===== src/rtl/rvv_issue_queue_if.sv =====
// Handshake bundle between the scalar core, the issue queue and the vector decoder.
// The master side offers instructions and consumes the head; the slave side is the queue.
interface rvv_issue_queue_if;
  logic        in_valid;
  logic        in_ready;
  logic [31:0] in_instr;
  logic [31:0] in_rs1;
  logic [31:0] in_rs2;
  logic        out_valid;
  logic        out_ready;
  logic [31:0] out_instr;

  modport master (
    output in_valid, in_instr, in_rs1, in_rs2, out_ready,
    input  in_ready, out_valid, out_instr
  );

  modport slave (
    input  in_valid, in_instr, in_rs1, in_rs2, out_ready,
    output in_ready, out_valid, out_instr
  );
endinterface


===== src/rtl/rvv_issue_queue.sv =====
// In-order issue FIFO in front of the vector decoder. Owns the architectural vl/vill state and
// resolves vsetvli/vsetivli/vsetvl when they leave the queue.
module rvv_issue_queue #(
  parameter int unsigned DEPTH = 4,
  parameter int unsigned VLEN  = 512
) (
  input  logic                     clk,
  input  logic                     rst_n,
  input  logic                     flush,
  rvv_issue_queue_if.slave         iq,
  output logic [31:0]              vl,
  output logic                     vill,
  output logic [$clog2(DEPTH):0]   count
);

  localparam int unsigned PtrW = $clog2(DEPTH);
  localparam int unsigned CntW = PtrW + 1;

  typedef logic [PtrW-1:0] ptr_t;

  logic [31:0] instr_q [DEPTH];
  logic [31:0] rs1_q   [DEPTH];
  logic [31:0] rs2_q   [DEPTH];

  ptr_t            wptr_q, wptr_d, rptr_q, rptr_d;
  logic [CntW-1:0] cnt_q, cnt_d;
  logic [31:0]     vl_q, vl_d;
  logic            vill_q, vill_d;
  logic            push, pop;

  logic [31:0] head_instr, head_rs1, head_rs2;

  assign head_instr = instr_q[rptr_q];
  assign head_rs1   = rs1_q[rptr_q];
  assign head_rs2   = rs2_q[rptr_q];

  // Outputs depend on registered state only.
  assign iq.in_ready  = (cnt_q < CntW'(DEPTH));
  assign iq.out_valid = (cnt_q != '0);
  assign iq.out_instr = iq.out_valid ? head_instr : 32'h0;

  assign push  = iq.in_valid && iq.in_ready;
  assign pop   = iq.out_valid && iq.out_ready;
  assign vl    = vl_q;
  assign vill  = vill_q;
  assign count = cnt_q;

  always_comb begin
    wptr_d = wptr_q;
    rptr_d = rptr_q;
    cnt_d  = cnt_q;
    if (flush) begin
      wptr_d = '0;
      rptr_d = '0;
      cnt_d  = '0;
    end else begin
      if (push) wptr_d = wptr_q + 1'b1;
      if (pop)  rptr_d = rptr_q + 1'b1;
      unique case ({push, pop})
        2'b10:   cnt_d = cnt_q + 1'b1;
        2'b01:   cnt_d = cnt_q - 1'b1;
        default: cnt_d = cnt_q;
      endcase
    end
  end

  always_ff @(posedge clk) begin
    if (push && !flush) begin
      instr_q[wptr_q] <= iq.in_instr;
      rs1_q[wptr_q]   <= iq.in_rs1;
      rs2_q[wptr_q]   <= iq.in_rs2;
    end
  end

  // vset* decode of the head entry
  logic       is_vec_op, is_vsetvli, is_vsetivli, is_vsetvl, is_vset;
  logic [7:0] vtype;
  logic [2:0] vsew, vlmul;
  logic [4:0] rs1_field, rd_field;
  logic [31:0] vlmax_base, vlmax, avl, vl_new;
  logic        illegal, keep_vl;
  logic        unused_vtype;

  assign is_vec_op   = (head_instr[6:0] == 7'b1010111);
  assign is_vsetvli  = is_vec_op && (head_instr[14:12] == 3'b111) && !head_instr[31];
  assign is_vsetivli = is_vec_op && (head_instr[14:12] == 3'b111) &&
                       (head_instr[31:30] == 2'b11);
  assign is_vsetvl   = is_vec_op && (head_instr[14:12] == 3'b110) &&
                       (head_instr[31:25] == 7'b1000000);
  assign is_vset     = is_vsetvli || is_vsetivli || is_vsetvl;

  assign vtype        = is_vsetvl ? head_rs2[7:0] : head_instr[27:20];
  assign vsew         = vtype[5:3];
  assign vlmul        = vtype[2:0];
  assign unused_vtype = ^vtype[7:6];
  assign rs1_field    = head_instr[19:15];
  assign rd_field     = head_instr[11:7];

  assign vlmax_base = 32'(VLEN) >> ({1'b0, vsew} + 4'd3);

  // Fractional LMUL: shift right by 8 - vlmul, i.e. the 3-bit negation of vlmul.
  always_comb begin
    if (!vlmul[2]) vlmax = vlmax_base << vlmul[1:0];
    else           vlmax = vlmax_base >> (3'd0 - vlmul);
  end

  assign illegal = (vsew > 3'd3) || (vlmul == 3'b100) ||
                   (is_vsetvl && (head_rs2[31:8] != 24'h0)) || (vlmax == 32'h0);

  always_comb begin
    if (is_vsetivli)              avl = {27'h0, rs1_field};
    else if (rs1_field != 5'd0)   avl = head_rs1;
    else                          avl = 32'hFFFF_FFFF;
  end

  assign keep_vl = !is_vsetivli && (rs1_field == 5'd0) && (rd_field == 5'd0);
  assign vl_new  = (avl < vlmax) ? avl : vlmax;

  always_comb begin
    vl_d   = vl_q;
    vill_d = vill_q;
    if (pop && !flush && is_vset) begin
      if (illegal) begin
        vl_d   = 32'h0;
        vill_d = 1'b1;
      end else begin
        vill_d = 1'b0;
        if (!keep_vl) vl_d = vl_new;
      end
    end
  end

  always_ff @(posedge clk or negedge rst_n) begin
    if (!rst_n) begin
      wptr_q <= '0;
      rptr_q <= '0;
      cnt_q  <= '0;
      vl_q   <= 32'h0;
      vill_q <= 1'b0;
    end else begin
      wptr_q <= wptr_d;
      rptr_q <= rptr_d;
      cnt_q  <= cnt_d;
      vl_q   <= vl_d;
      vill_q <= vill_d;
    end
  end

endmodule


===== src/flat_wrapper.sv =====
// flat-port wrapper written by rule: the top's interface ports become plain ports
module rvv_issue_queue_flat 
#(
  parameter int unsigned DEPTH = 4,
  parameter int unsigned VLEN  = 512
)
  (clk, rst_n, flush, vl, vill, count, iq_in_valid, iq_in_instr, iq_in_rs1, iq_in_rs2, iq_out_ready, iq_in_ready, iq_out_valid, iq_out_instr);
  rvv_issue_queue_if iq_i ();
  input  logic clk;
  input  logic rst_n;
  input  logic flush;
  output logic [31:0] vl;
  output logic vill;
  output logic [$clog2(DEPTH):0] count;
  input wire logic [$bits(iq_i.in_valid)-1:0] iq_in_valid;
  input wire logic [$bits(iq_i.in_instr)-1:0] iq_in_instr;
  input wire logic [$bits(iq_i.in_rs1)-1:0] iq_in_rs1;
  input wire logic [$bits(iq_i.in_rs2)-1:0] iq_in_rs2;
  input wire logic [$bits(iq_i.out_ready)-1:0] iq_out_ready;
  output wire logic [$bits(iq_i.in_ready)-1:0] iq_in_ready;
  output wire logic [$bits(iq_i.out_valid)-1:0] iq_out_valid;
  output wire logic [$bits(iq_i.out_instr)-1:0] iq_out_instr;
  assign iq_i.in_valid = iq_in_valid;
  assign iq_i.in_instr = iq_in_instr;
  assign iq_i.in_rs1 = iq_in_rs1;
  assign iq_i.in_rs2 = iq_in_rs2;
  assign iq_i.out_ready = iq_out_ready;
  assign iq_in_ready = iq_i.in_ready;
  assign iq_out_valid = iq_i.out_valid;
  assign iq_out_instr = iq_i.out_instr;
  rvv_issue_queue #(.DEPTH(DEPTH), .VLEN(VLEN)) u_core (.clk(clk), .rst_n(rst_n), .flush(flush), .iq(iq_i), .vl(vl), .vill(vill), .count(count));
endmodule

===== config.mk =====
export PLATFORM = sky130hd
export DESIGN_NAME = rvv_issue_queue_flat
export DESIGN_NICKNAME = d
export VERILOG_FILES = /design/src/rtl/rvv_issue_queue_if.sv /design/src/rtl/rvv_issue_queue.sv /design/src/flat_wrapper.sv
export SDC_FILE = /design/constraint.sdc
export NUM_CORES = 1
export LEC_CHECK = 0
export CAP_MARGIN = 25
export CORE_MARGIN = 3
export CORE_UTILIZATION = 35
export CTS_CLUSTER_DIAMETER = 200
export DETAILED_ROUTE_END_ITERATION = 8
export MAX_ROUTING_LAYER = met4
export PLACE_DENSITY = 0.65
export SLEW_MARGIN = 20
export SYNTH_ARGS = -nofsm -noshare
export SYNTH_HDL_FRONTEND = slang
export SYNTH_SLANG_ARGS = --single-unit

===== constraint.sdc =====
create_clock -name clk -period 6.4 [get_ports clk]
set_clock_uncertainty 0.05 [all_clocks]
set_input_delay 1.28 -clock clk [delete_from_list [all_inputs] [get_ports clk]]
set_output_delay 1.28 -clock clk [all_outputs]
set_load 0.01 [all_outputs]

# Word-level counts from Yosys, hierarchy flattened
# Memories as Yosys holds them, arrays and structs flattened.
# Cells that the tools add are included.
# totals
ram_bits,384
in_bits,101
output_inout_bits,70
mem_count,3
ff_bits,40
word_cells,77
# op_classes
n_addsub,6
shift,3
n_lt_le_gt_ge,3
eq_ne,9
n_mux,17
n_reduce_logical,31
# mem_list
memory,depth,word_bits,rd,rd_clocked_by_memory_dff,write_ports,line_no,text
u_core.instr_q,4,32,1,0,1,rvv_issue_queue.sv:21,logic [31:0] instr_q [DEPTH];
u_core.rs1_q,4,32,1,0,1,rvv_issue_queue.sv:22,logic [31:0] rs1_q [DEPTH];
u_core.rs2_q,4,32,1,0,1,rvv_issue_queue.sv:23,logic [31:0] rs2_q [DEPTH];
# ops
cell,count
$mux 32,7
$logic_not 32->1,1
$lt 32x32->1,1
$shl 32x2->32,1
$shr 10x4->32 const A,1
$shr 32x3->32,1
$reduce_bool 24->1,1
$eq 7x7->1 const B,2
$logic_and 1x1->1,13
$logic_not 5->1,2
$eq 3x3->1 const B,3
$mux 2,4
$mux 6,1
$pmux 3 s2,1
$reduce_bool 3->1,2
$logic_or 1x1->1,5
$reduce_bool 5->1,1
$add 2x1->2 const B,2
$add 3x2->4 const B,1
$eq 2x2->1 const B,2
$reduce_bool 2->1,2
$add 3x1->3 const B,1
$gt 3x2->1 const B,1
$logic_not 1->1,3
8 further kinds,10

# Longest topological paths before layout
# Gate-level depths: netlist of the first run.
# An unclocked memory read counts as a cell.
# depth
depth_word,13
depth_mapped,27
ltp_nobuf,24

# Worst setup path before layout of the first run
# Ideal clock, no wire load.
# synth_path
path_kind,register -> register
startpoint,register u_core.rptr_q[0]
endpoint,"register u_core.vl_q[5], in the netlist u_core.vl[5]"
t_arrival_ns,5.750
setup_ns,0.086
setup_slack_ns,0.514
path_stages_with_launch,26
path_cell_list,dfrtp_1 > buf_6 > mux4_2 > nand4b_4 > or4b_1 > buf_2 > nor2_4 > mux2_4 > ha_1 > clkbuf_1 > nor2b_1 > nand2_1 > o22ai_1 > a32o_1 > a211oi_1 > a21o_1 > ha_1 > a21o_1 > a21o_1 > a21o_1 > a21o_1 > a21oi_1 > o21ai_0 > a21oi_4 > mux2_2 > o22ai_1
# synth_between
elab_chain_len,13
word_cells_on_any_way,46
cone_classes,2 x add/sub; 2 x order compare; 7 x eq/ne; 3 x shift; 7 x mux; 22 x reduce/logical; 3 x memory
# synth_rtl
element,line_no,text
start: declaration,rvv_issue_queue.sv:25,"ptr_t wptr_q, wptr_d, rptr_q, rptr_d;"
start signal: assignment,rvv_issue_queue.sv:142,rptr_q <= rptr_d;
$mem_v2 4x32,--,
$eq 7x7->1 / $eq 3x3->1 (equally long branches),"rvv_issue_queue.sv:84, rvv_issue_queue.sv:88",
$logic_and 1x1->1 (2 in series),rvv_issue_queue.sv:88,assign is_vsetvl = is_vec_op && (head_instr[14:12] == 3'b110) &&
$mux 6,rvv_issue_queue.sv:92,assign vtype = is_vsetvl ? head_rs2[7:0] : head_instr[27:20];
$add 3x2->4,rvv_issue_queue.sv:99,"assign vlmax_base = 32'(VLEN) >> ({1'b0, vsew} + 4'd3);"
$shr 10x4->32,rvv_issue_queue.sv:99,
$shr 32x3->32 / $shl 32x2->32 (equally long branches),"rvv_issue_queue.sv:104, rvv_issue_queue.sv:103",
$mux 32,rvv_issue_queue.sv:103,if (!vlmul[2]) vlmax = vlmax_base << vlmul[1:0];
$lt 32x32->1 / $logic_not 32->1 (equally long branches),"rvv_issue_queue.sv:117, rvv_issue_queue.sv:108",
$mux 32 / $logic_or 1x1->1 (equally long branches),"rvv_issue_queue.sv:117, rvv_issue_queue.sv:108",
$mux 32 / $ne 2x1->1 (equally long branches),--,
$mux 32 / $reduce_and 2->1 (equally long branches),--,
end signal: assignment,rvv_issue_queue.sv:144,vl_q <= vl_d;
end: declaration,rvv_issue_queue.sv:27,"logic [31:0] vl_q, vl_d;"
# Parallel ways exist; a longest one is shown, timed or not. The select of a mux whose other input is x is not followed.
# A chain may end at the register's enable or synchronous reset.

# Final worst setup path of the first run
# layout_path
startpoint,register u_core.rptr_q[0]
endpoint,"register u_core.vl_q[4], in the netlist u_core.vl[4]"
# The elaborated chain is that of the path after synthesis.

==> flow_summary.yaml, run 1 <==
synthesis:
  syn_area_per_cell_um2: 16.7
  synth-seq-cells: 416
  seq_area_frac_synth: 0.734
  async_flop_share: 0.0962
  syn_nets: 1119
  synthCells: 1002
  synth_edf_count: 376
  ys_types: 79
  yosysWarnings: 0
  ys.flop_type: "edfxtp_1"
  syn_area_um2: 16800
power_and_ir_drop:
  power.leakage_nw: 6.90
  powerDensity_nw_per_um2: 379
  peakVddDrop_mv: 0.230
floorplan:
  die-width_um: 225
  initial_core_util: 0.357
  coreArea_um2: 47000
  fp.dieH_um: 225
  row_count: 79
  num_io_pins: 171
  die_area_um2: 50500
drt:
  vias_per_cell: 5.12
  wl_per_cell_um: 21.1
  drc: 0
  routed_wl_mm: 39.4
  first_pass_iters: 5
  drtIter0Drc: 818
  route.antenna.remaining_nets: 0
  vias: 9552
critical_path:
  startpoint_type: "flop"
  worst_setup_path_end_kind: "flop"
  rr_endpoint: "u_core.vl[4]$_DFFE_PN0P_"
  worstPathRequired_ps: 6760
  crit_end: "u_core.vl[4]$_DFFE_PN0P_"
  crit_start: "u_core.rptr_q[0]$_DFFE_PN0P_"
  path_class: "flop to flop"
  rr_worst_depth: 24
  rr_startpoint: "u_core.rptr_q[0]$_DFFE_PN0P_"
  reg2reg_slack_ps: 430
  cp.arrival_ps: 6330
  worstPathMaxFanout: 14
placement:
  preCtsSetupSlack_ps: 216
  port_buffers: 168
  gp_congestion: 0.894
  hpwl_mm: 27.1
finish:
  fin_nets: 1336
  nFillCells: 4066
  drive_gt1_frac: 0.155
  synthToLayoutAreaGrowth_pct: 24.0
clocking:
  clk_pin_slew_worst_paths_ps: 60
  cts_root_buf: "clkbuf_16"
  worstSkewPairLatency_ps: 570
  tritoncts: "yes"
  numCtsBuffers: 44
  htree_levels: 2
  clkSinkCount: 416
  cts_buffer_depth: 3
global_routing:
  grt.overflow.total: 0
  grt_pass1_wl_mm: 59.5
  antenna_found_initial: 5
  grt_pass1_vias: 9615
  grt_use_total: 0.161
  grt_max_degree: 58
sta:
  setup-violations-final: 0
  fin_ws_ps: 426
  hold_ws_ps: 446
  fin_crit_sh: 0.933
  rsz0062_at_grt: "false"
  relSlewSlack: 0.366
  finalMaxSlewViolations: 0
  min_period_ps: 5970
  worst_pin_slew_ps: 950
  hold_violations: 0
  setup_tns_ps: 0
  fmax_mhz: 167
flow_run:
  max_cap_viol_count: 0
run_status:
  status: "complete, no violations"
worst_hold_path:
  worstHoldPathType: "flop to flop"
## metal layers
metal | part of all wire | routed length [µm] | vias up | track usage
met3 | 0.059 | 2340 | 64 | 0.0320
met1 | 0.42 | 16700 | 4782 | 0.206
met5 | 0 | 0 | - | -
met2 | 0.49 | 19200 | 305 | 0.258
met4 | 0.029 | 1150 | 0 | 0.0550
li1 | - | - | 4401 | -
## stage by stage
step	utilization	power (mW)	area, µm²	cells
CTS	0.440	7.93	20700	1850
finish	0.443	7.87	20800	1865
global placement	0.410	5.45	19300	1770
floorplan	-	4.57	16800	1002
global route	0.443	8.28	20800	1865
detailed placement	0.410	5.44	19300	1770
## cell families after synthesis
| kind of cell | Yosys count | synth area share |
|---|---|---|
| flops | 416 | 0.734 |
| simple gates | 308 | 0.103 |
| compound gates | 112 | 0.0492 |
| mux | 72 | 0.0787 |
| buf+inv | 70 | 0.0184 |
| fa+ha+maj | 16 | 0.0124 |
| xor+xnor | 8 | 0.00418 |
## sequential cells by signal, indices dropped and copies added, names as in the netlist
| name | flops |
|---|---|
| u_core.instr_q | 128 |
| u_core.rs1_q | 128 |
| u_core.rs2_q | 120 |
| u_core.vl | 32 |
| u_core.count | 3 |
| u_core.rptr_q | 2 |
| u_core.wptr_q | 2 |
| u_core.vill | 1 |
## cell usage in the layout (no fill, tap or decap), types with 22 or more instances in the layout
cell             netlist  final
dfrtp_1               40     38
nor4_1                43     42
nand2_1               37     37
nor2_1                61     61
nor2b_1               34     34
nand3_1               22     22
nor3_1                22     22
clkdlybuf4s50_1        0    167
buf_4                  4     42
clkbuf_16              0     45
edfxtp_1             376    376
inv_1                 29     29
and2_1                38     34
mux4_2                47     47
## area by class of cell
type	instances	area, µm²	area share
Sequential cell	416	12300	0.592
Antenna cell	5	12.5	0.000602
Clock buffer	52	1190	0.0574
Timing Repair Buffer	211	2010	0.0968
Tap cell	607	759	0.0366
Multi-Input combinational cell	516	4170	0.201
Clock inverter	28	225	0.0108
Inverter	30	113	0.00542
## synthesized netlist by cell type (6+ instances only)
| master | count | area share |
|---|---|---|
| a21oi_1 | 14 | 0.0042 |
| nand2_1 | 37 | 0.0083 |
| inv_1 | 29 | 0.0065 |
| edfxtp_1 | 376 | 0.67 |
| nor2b_1 | 34 | 0.013 |
| ha_1 | 15 | 0.011 |
| mux2i_1 | 20 | 0.012 |
| nor3_1 | 22 | 0.0066 |
| nand3_1 | 22 | 0.0066 |
| a211oi_1 | 6 | 0.0027 |
| mux4_2 | 47 | 0.063 |
| a21o_1 | 6 | 0.0027 |
| o22ai_1 | 15 | 0.0056 |
| dfrtp_1 | 40 | 0.060 |
| o211ai_1 | 6 | 0.0027 |
| clkbuf_1 | 23 | 0.0052 |
| nor2_1 | 61 | 0.014 |
| buf_2 | 7 | 0.0021 |
| nand4_1 | 13 | 0.0049 |
| o21ai_0 | 20 | 0.0060 |
| nor4_1 | 43 | 0.016 |
| and2_1 | 38 | 0.014 |
## how the worst min path moves through the flow
stage                               from                   endpoint  slack, ps  cells after the start
6_report       u_core.vl[14]$_DFFE_PN0P_  u_core.vl[14]$_DFFE_PN0P_        450                      1
3_5_place_dp   u_core.vl[24]$_DFFE_PN0P_  u_core.vl[24]$_DFFE_PN0P_        440                      1
3_3_place_gp   u_core.vl[31]$_DFFE_PN0P_  u_core.vl[31]$_DFFE_PN0P_        430                      1
5_1_grt        u_core.vl[31]$_DFFE_PN0P_  u_core.vl[31]$_DFFE_PN0P_        470                      1
4_1_cts        u_core.vl[24]$_DFFE_PN0P_  u_core.vl[24]$_DFFE_PN0P_        450                      1
2_1_floorplan  u_core.vl[10]$_DFFE_PN0P_  u_core.vl[10]$_DFFE_PN0P_        480                      1
## power breakdown
part           leakage (nW)  internal, mW  switching, mW
Sequential             3.91          3.13         0.0651
Clock                 0.701          1.42           1.04
Combinational          2.28         0.966           1.25
## critical path, stage by stage, from the launching register on
cell      delay [ps]
dfrtp_4          580
buf_4            200
mux4_2           410
nand4b_4         130
or4b_1           610
nor2_4           150
mux2_4           360
ha_1             290
nor2b_1          300
nand2_1          120
o22ai_1          150
a32o_1           170
a211oi_1          60
a21o_1           210
ha_1             320
a21o_1           160
a21o_1           170
a21o_1           160
a21o_1           170
a21oi_1          160
o21ai_0          160
a21oi_4          270
buf_4            170
mux2i_1          210
o22ai_1           80
## timing repair
| action | 4_1_cts | 5_1_grt |
|---|---|---|
| buffers inserted | 0 | 9 |
| gates resized for setup | 0 | 1 |
| hold endpoints to repair | 0 | 0 |
| hold buffers | 0 | 0 |
| endpoints found under the setup margin | 0 | 6 |
Power figures use the tool's default switching activity.
==> inputs of run 2 (changes only) <==
Settings changed: SLEW_MARGIN 20 to 10.
==> run 2 against run 1 <==
  * Worst setup slack got worse by 25 ps
  * Sequential power barely moved
  * Worst hold slack improved by 1.3 ps
  * Utilization did not move
  * Combinational power barely moved
  * Count of clock-buffer cells in the layout did not move
  * First-iteration DRC count rose by 0.24%
==> flow_summary.yaml, run 2 (synthesis gave the netlist of run 1 again) <==
floorplan:
  row_count: 79
  die_area_um2: 50500
  coreArea_um2: 47000
  initial_core_util: 0.357
  fp.dieH_um: 225
  num_io_pins: 171
  die-width_um: 225
sta:
  relSlewSlack: 0.375
  setup_tns_ps: 0
  min_period_ps: 6000
  worst_pin_slew_ps: 937
  setup-violations-final: 0
  fmax_mhz: 167
  hold_violations: 0
  rsz0062_at_grt: "false"
  fin_crit_sh: 0.937
  finalMaxSlewViolations: 0
drt:
  route.antenna.remaining_nets: 0
  vias: 9517
  wl_per_cell_um: 21.1
  drc: 0
  vias_per_cell: 5.10
  drtIter0Drc: 820
  routed_wl_mm: 39.3
  first_pass_iters: 5
clocking:
  worstSkewPairLatency_ps: 570
  clk_pin_slew_worst_paths_ps: 60
  numCtsBuffers: 44
  cts-hold-fix-buffers: 0
  clkSinkCount: 416
  cts_buffer_depth: 3
  tritoncts: "yes"
  htree_levels: 2
  cts_root_buf: "clkbuf_16"
placement:
  port_buffers: 168
  hpwl_mm: 27.1
  gp_congestion: 0.894
  post_dp_cell_area_um2: 19300
power_and_ir_drop:
  power.leakage_nw: 6.90
  peakVddDrop_mv: 0.230
  p_total_mw: 7.87
  powerDensity_nw_per_um2: 379
critical_path:
  cp.arrival_ps: 6360
  max_stage_delay_ps: 610
  slowest_stage: "or4b_1"
  worstPathMaxFanout: 14
  path_cells: "buf_4 -> mux4_2 -> nand4b_4 -> or4b_1 -> nor2_4 -> mux2_4 -> ha_1 -> nor2b_1 -> nand2_1 -> o22ai_1 -> a32o_1 -> a211oi_1 -> a21o_1 -> ha_1 -> a21o_1 -> a21o_1 -> a21o_1 -> a21o_1 -> a21oi_1 -> o21ai_0 -> a21oi_4 -> buf_4 -> mux2i_1 -> o22ai_1"
  critical_path.most_common_cell: "a21o_1"
  worstPathRequired_ps: 6760
  startpoint_type: "flop"
  path_class: "flop to flop"
  worst_setup_path_end_kind: "flop"
global_routing:
  grt_use_total: 0.161
  grt.overflow.total: 0
  grt_max_degree: 58
  grt_pass1_vias: 9615
  antenna_found_initial: 5
  grt_pass1_wl_mm: 59.5
finish:
  drive_gt1_frac: 0.155
  fin_nets: 1336
  final_util: 0.443
  nFillCells: 4063
  layout_commonest_cell: "edfxtp_1"
  stdcell_area_um2: 20800
  largestRegisters: "u_core.instr_q x128, u_core.rs1_q x128, u_core.rs2_q x120"
  final_cell_mix: "edfxtp_1, clkdlybuf4s50_1, nor2_1"
  synthToLayoutAreaGrowth_pct: 24.0
run_status:
  status: "complete, no violations"
flow_run:
  max_cap_viol_count: 0
worst_hold_path:
  worstHoldPathType: "flop to flop"
[run 2: cell counts in the layout (fill, tap and decap cells not counted)]
Identical to the previous run, type by type.
[run 2: final timing paths]
kind	slack, ps	end	cells past startpoint	from
max	400	u_core.vl[4]$_DFFE_PN0P_	24	u_core.rptr_q[0]$_DFFE_PN0P_
min	450	u_core.vl[27]$_DFFE_PN0P_	1	u_core.vl[27]$_DFFE_PN0P_
max reg2reg	400	u_core.vl[4]$_DFFE_PN0P_	24	u_core.rptr_q[0]$_DFFE_PN0P_
min reg2reg	450	u_core.vl[27]$_DFFE_PN0P_	1	u_core.vl[27]$_DFFE_PN0P_
max in group asynchronous	5340	u_core.rptr_q[0]$_DFFE_PN0P_	2	rst_n
min in group asynchronous	500	u_core.vl[25]$_DFFE_PN0P_	1	rst_n
[run 2: critical path, delay by kind of cell, from the launching register on]
kind / cells / cell delay, ps
AO/OA/AOI/OAI: 12 / 1930
AND/OR/NAND/NOR: 5 / 1320
multiplexers: 3 / 980
adder cells (fa/ha/maj): 2 / 620
flip-flops: 1 / 580
buffers and inverters: 2 / 370
[run 2: power breakdown]
| part | internal [mW] | leakage (nW) | switching [mW] |
|---|---|---|---|
| logic | 0.966 | 2.28 | 1.25 |
| registers | 3.13 | 3.91 | 0.0650 |
| clock network | 1.42 | 0.701 | 1.04 |
| total | 5.52 | 6.90 | 2.35 |
[run 2: repair_timing]
item,in CTS,in global routing
gates resized for setup,0,1
endpoints found under the setup margin,0,6
buffers inserted,0,9
[run 2: final cells by class]
type	count	area (µm²)	area share
flip-flops and latches	416	12300	0.592
multi-input cells	516	4170	0.201
repair buffers	211	2010	0.0968
clock buffers	52	1190	0.0574
well taps	607	759	0.0366
clock inverters	28	225	0.0108
inverters	30	113	0.00542
diodes	5	12.5	0.000602
[run 2: through the flow]
| step | instances | worst slack (ps) | hold WS [ps] |
|---|---|---|---|
| finish | 1865 | 400 | 447 |
| global route | 1865 | 63.3 | 471 |
| CTS | 1850 | 185 | 453 |
| detailed placement | 1770 | 216 | 435 |
| global placement | 1770 | 266 | 432 |
| floorplan | 1002 | 514 | 482 |
[run 2: per-layer routing]
metal | part of all wire | wire, µm | track usage
met4 | 0.031 | 1220 | 0.0550
met1 | 0.42 | 16400 | 0.206
met3 | 0.063 | 2480 | 0.0320
met5 | 0 | 0 | -
met2 | 0.49 | 19200 | 0.258
==> inputs of run 3 (changes only) <==
Settings changed: PLACE_DENSITY 0.65 to 0.51.
==> run 3 against run 2 <==
  * First-iteration DRC count shrank 13%
  * Count of clock-buffer cells in the layout grew 3
  * Flip-flop and latch count is the same
  * Register-to-register slack improved by 40 ps
  * Cell area about the same
  * Worst hold slack got worse by 2.6 ps
  * Final cell count grew 0.27%
  * Wire length grew 0.91%
  * Global-route usage grew 0.15 points
  * Worst setup slack improved by 35 ps
  * Maximum frequency is 0.59% higher
  * Critical path type unchanged
  * Largest cell class unchanged
==> flow_summary.yaml, run 3 (synthesis gave the netlist of run 1 again) <==
drt:
  routed_wl_mm: 39.6
  wl_per_cell_um: 21.2
  first_pass_iters: 6
  drc: 0
  highest_layer: "met4"
  met2_length_mm: 19.3
  met1_length_mm: 17.5
  drtIter0Drc: 715
  vias_per_cell: 5.07
  met3WireLength_mm: 1.82
  route.antenna.remaining_nets: 0
  vias: 9487
sta:
  relSlewSlack: 0.361
  hold_violations: 0
  finalMaxSlewViolations: 0
  worst_pin_slew_ps: 958
  min_period_ps: 5960
  rsz0062_at_grt: "false"
  setup_tns_ps: 0
  fin_crit_sh: 0.932
  fmax_mhz: 168
  setup-violations-final: 0
critical_path:
  path_class: "flop to flop"
  slowest_stage: "dfrtp_4"
  startpoint_type: "flop"
  worstPathMaxFanout: 18
  max_stage_delay_ps: 570
  worst_setup_path_end_kind: "flop"
  worstPathRequired_ps: 6830
  rr_worst_depth: 25
  worst-path-stages: 25
  cp_top_family: "compound AO/OA/AOI/OAI gates"
  cp.arrival_ps: 6400
  critical_path.most_common_cell: "a21o_1"
  path_buf_inv: 4
power_and_ir_drop:
  power_frac_seq: 0.409
  p_sw_frac: 0.300
  p_clk_frac: 0.308
  p_total_mw: 7.82
  p_switching_mw: 2.35
  pwr-share-comb: 0.284
  powerDensity_nw_per_um2: 377
  internal_power_mw: 5.48
  power.leakage_nw: 6.90
  peakVddDrop_mv: 0.171
finish:
  fin_nets: 1340
  final_util: 0.442
  drive_gt1_frac: 0.156
  final_cell_mix: "edfxtp_1, clkdlybuf4s50_1, nor2_1"
  synthToLayoutAreaGrowth_pct: 24.0
  final_cells: 1870
  largestRegisters: "u_core.instr_q x128, u_core.rs1_q x128, u_core.rs2_q x120"
  layout_commonest_cell: "edfxtp_1"
worst_hold_path:
  min_path_cells: 1
  worstHoldPathType: "flop to flop"
floorplan:
  coreArea_um2: 47000
  initial_core_util: 0.357
  die_area_um2: 50500
  num_io_pins: 171
  die-width_um: 225
  fp.dieH_um: 225
  row_count: 79
clocking:
  clkSinkCount: 416
  clk_pin_slew_worst_paths_ps: 60
  tritoncts: "yes"
  cts_root_buf: "clkbuf_16"
  htree_levels: 2
  worstSkewPairLatency_ps: 570
  cts_buffer_depth: 3
  numCtsBuffers: 45
placement:
  gp_congestion: 0.915
  port_buffers: 168
  hpwl_mm: 26.7
  place_inst: 1776
global_routing:
  grt.overflow.total: 0
  grt_use_total: 0.162
  grt_pass1_wl_mm: 59.9
  antenna_found_initial: 4
  grt_pass1_vias: 9717
  grt_max_degree: 60
flow_run:
  max_cap_viol_count: 0
run_status:
  status: "complete, no violations"
[run 3: path summary, 6_finish.rpt]
| kind | start | endpoint | slack, ps |
|---|---|---|---|
| setup / recovery | u_core.rptr_q[0]$_DFFE_PN0P_ | u_core.vl[6]$_DFFE_PN0P_ | 440 |
| hold / removal | u_core.vl[23]$_DFFE_PN0P_ | u_core.vl[23]$_DFFE_PN0P_ | 440 |
| setup reg to reg | u_core.rptr_q[0]$_DFFE_PN0P_ | u_core.vl[6]$_DFFE_PN0P_ | 440 |
| hold reg to reg | u_core.vl[23]$_DFFE_PN0P_ | u_core.vl[23]$_DFFE_PN0P_ | 440 |
| max in group asynchronous | rst_n | u_core.vl[18]$_DFFE_PN0P_ | 5260 |
| min in group asynchronous | rst_n | u_core.vl[25]$_DFFE_PN0P_ | 570 |
[run 3: final cells by class]
cell class | count | area, µm²
well taps | 607 | 759
repair buffers | 214 | 2050
clock inverters | 28 | 185
diodes | 4 | 10.0
clock buffers | 55 | 1190
multi-input cells | 516 | 4160
inverters | 30 | 113
flip-flops and latches | 416 | 12300
fillers | 4198 | 26200
[run 3: what timing repair did]
action | CTS | global route
hold buffers | 0 | 0
endpoints found under the setup margin | 0 | 9
setup buffers | 0 | 6
gates resized for setup | 0 | 1
[run 3: power groups by stage]
| stage | Sequential (mW) | Clock [mW] | Combinational [mW] |
|---|---|---|---|
| floorplan | 3.24 | 0 | 1.34 |
| CTS | 3.20 | 2.50 | 2.21 |
| detailed placement | 3.26 | 0 | 2.20 |
| global route | 3.21 | 2.60 | 2.42 |
| finish | 3.20 | 2.41 | 2.22 |
| global placement | 3.26 | 0 | 2.21 |
[run 3: per-stage QoR]
step                cell area, µm²  hold slack [ps]  setup WS (ps)
floorplan                    16800              482            514
global placement             19300              432            187
detailed placement           19300              434            148
CTS                          20700              451            123
global route                 20800              462           39.7
finish                       20800              445            436
[run 3: per-layer routing]
layer  vias to the layer above  global-route usage
met1                      4762               0.211
met4                         0              0.0541
met3                        67              0.0298
met5                         -                   -
met2                       249               0.260
li1                       4409                   -
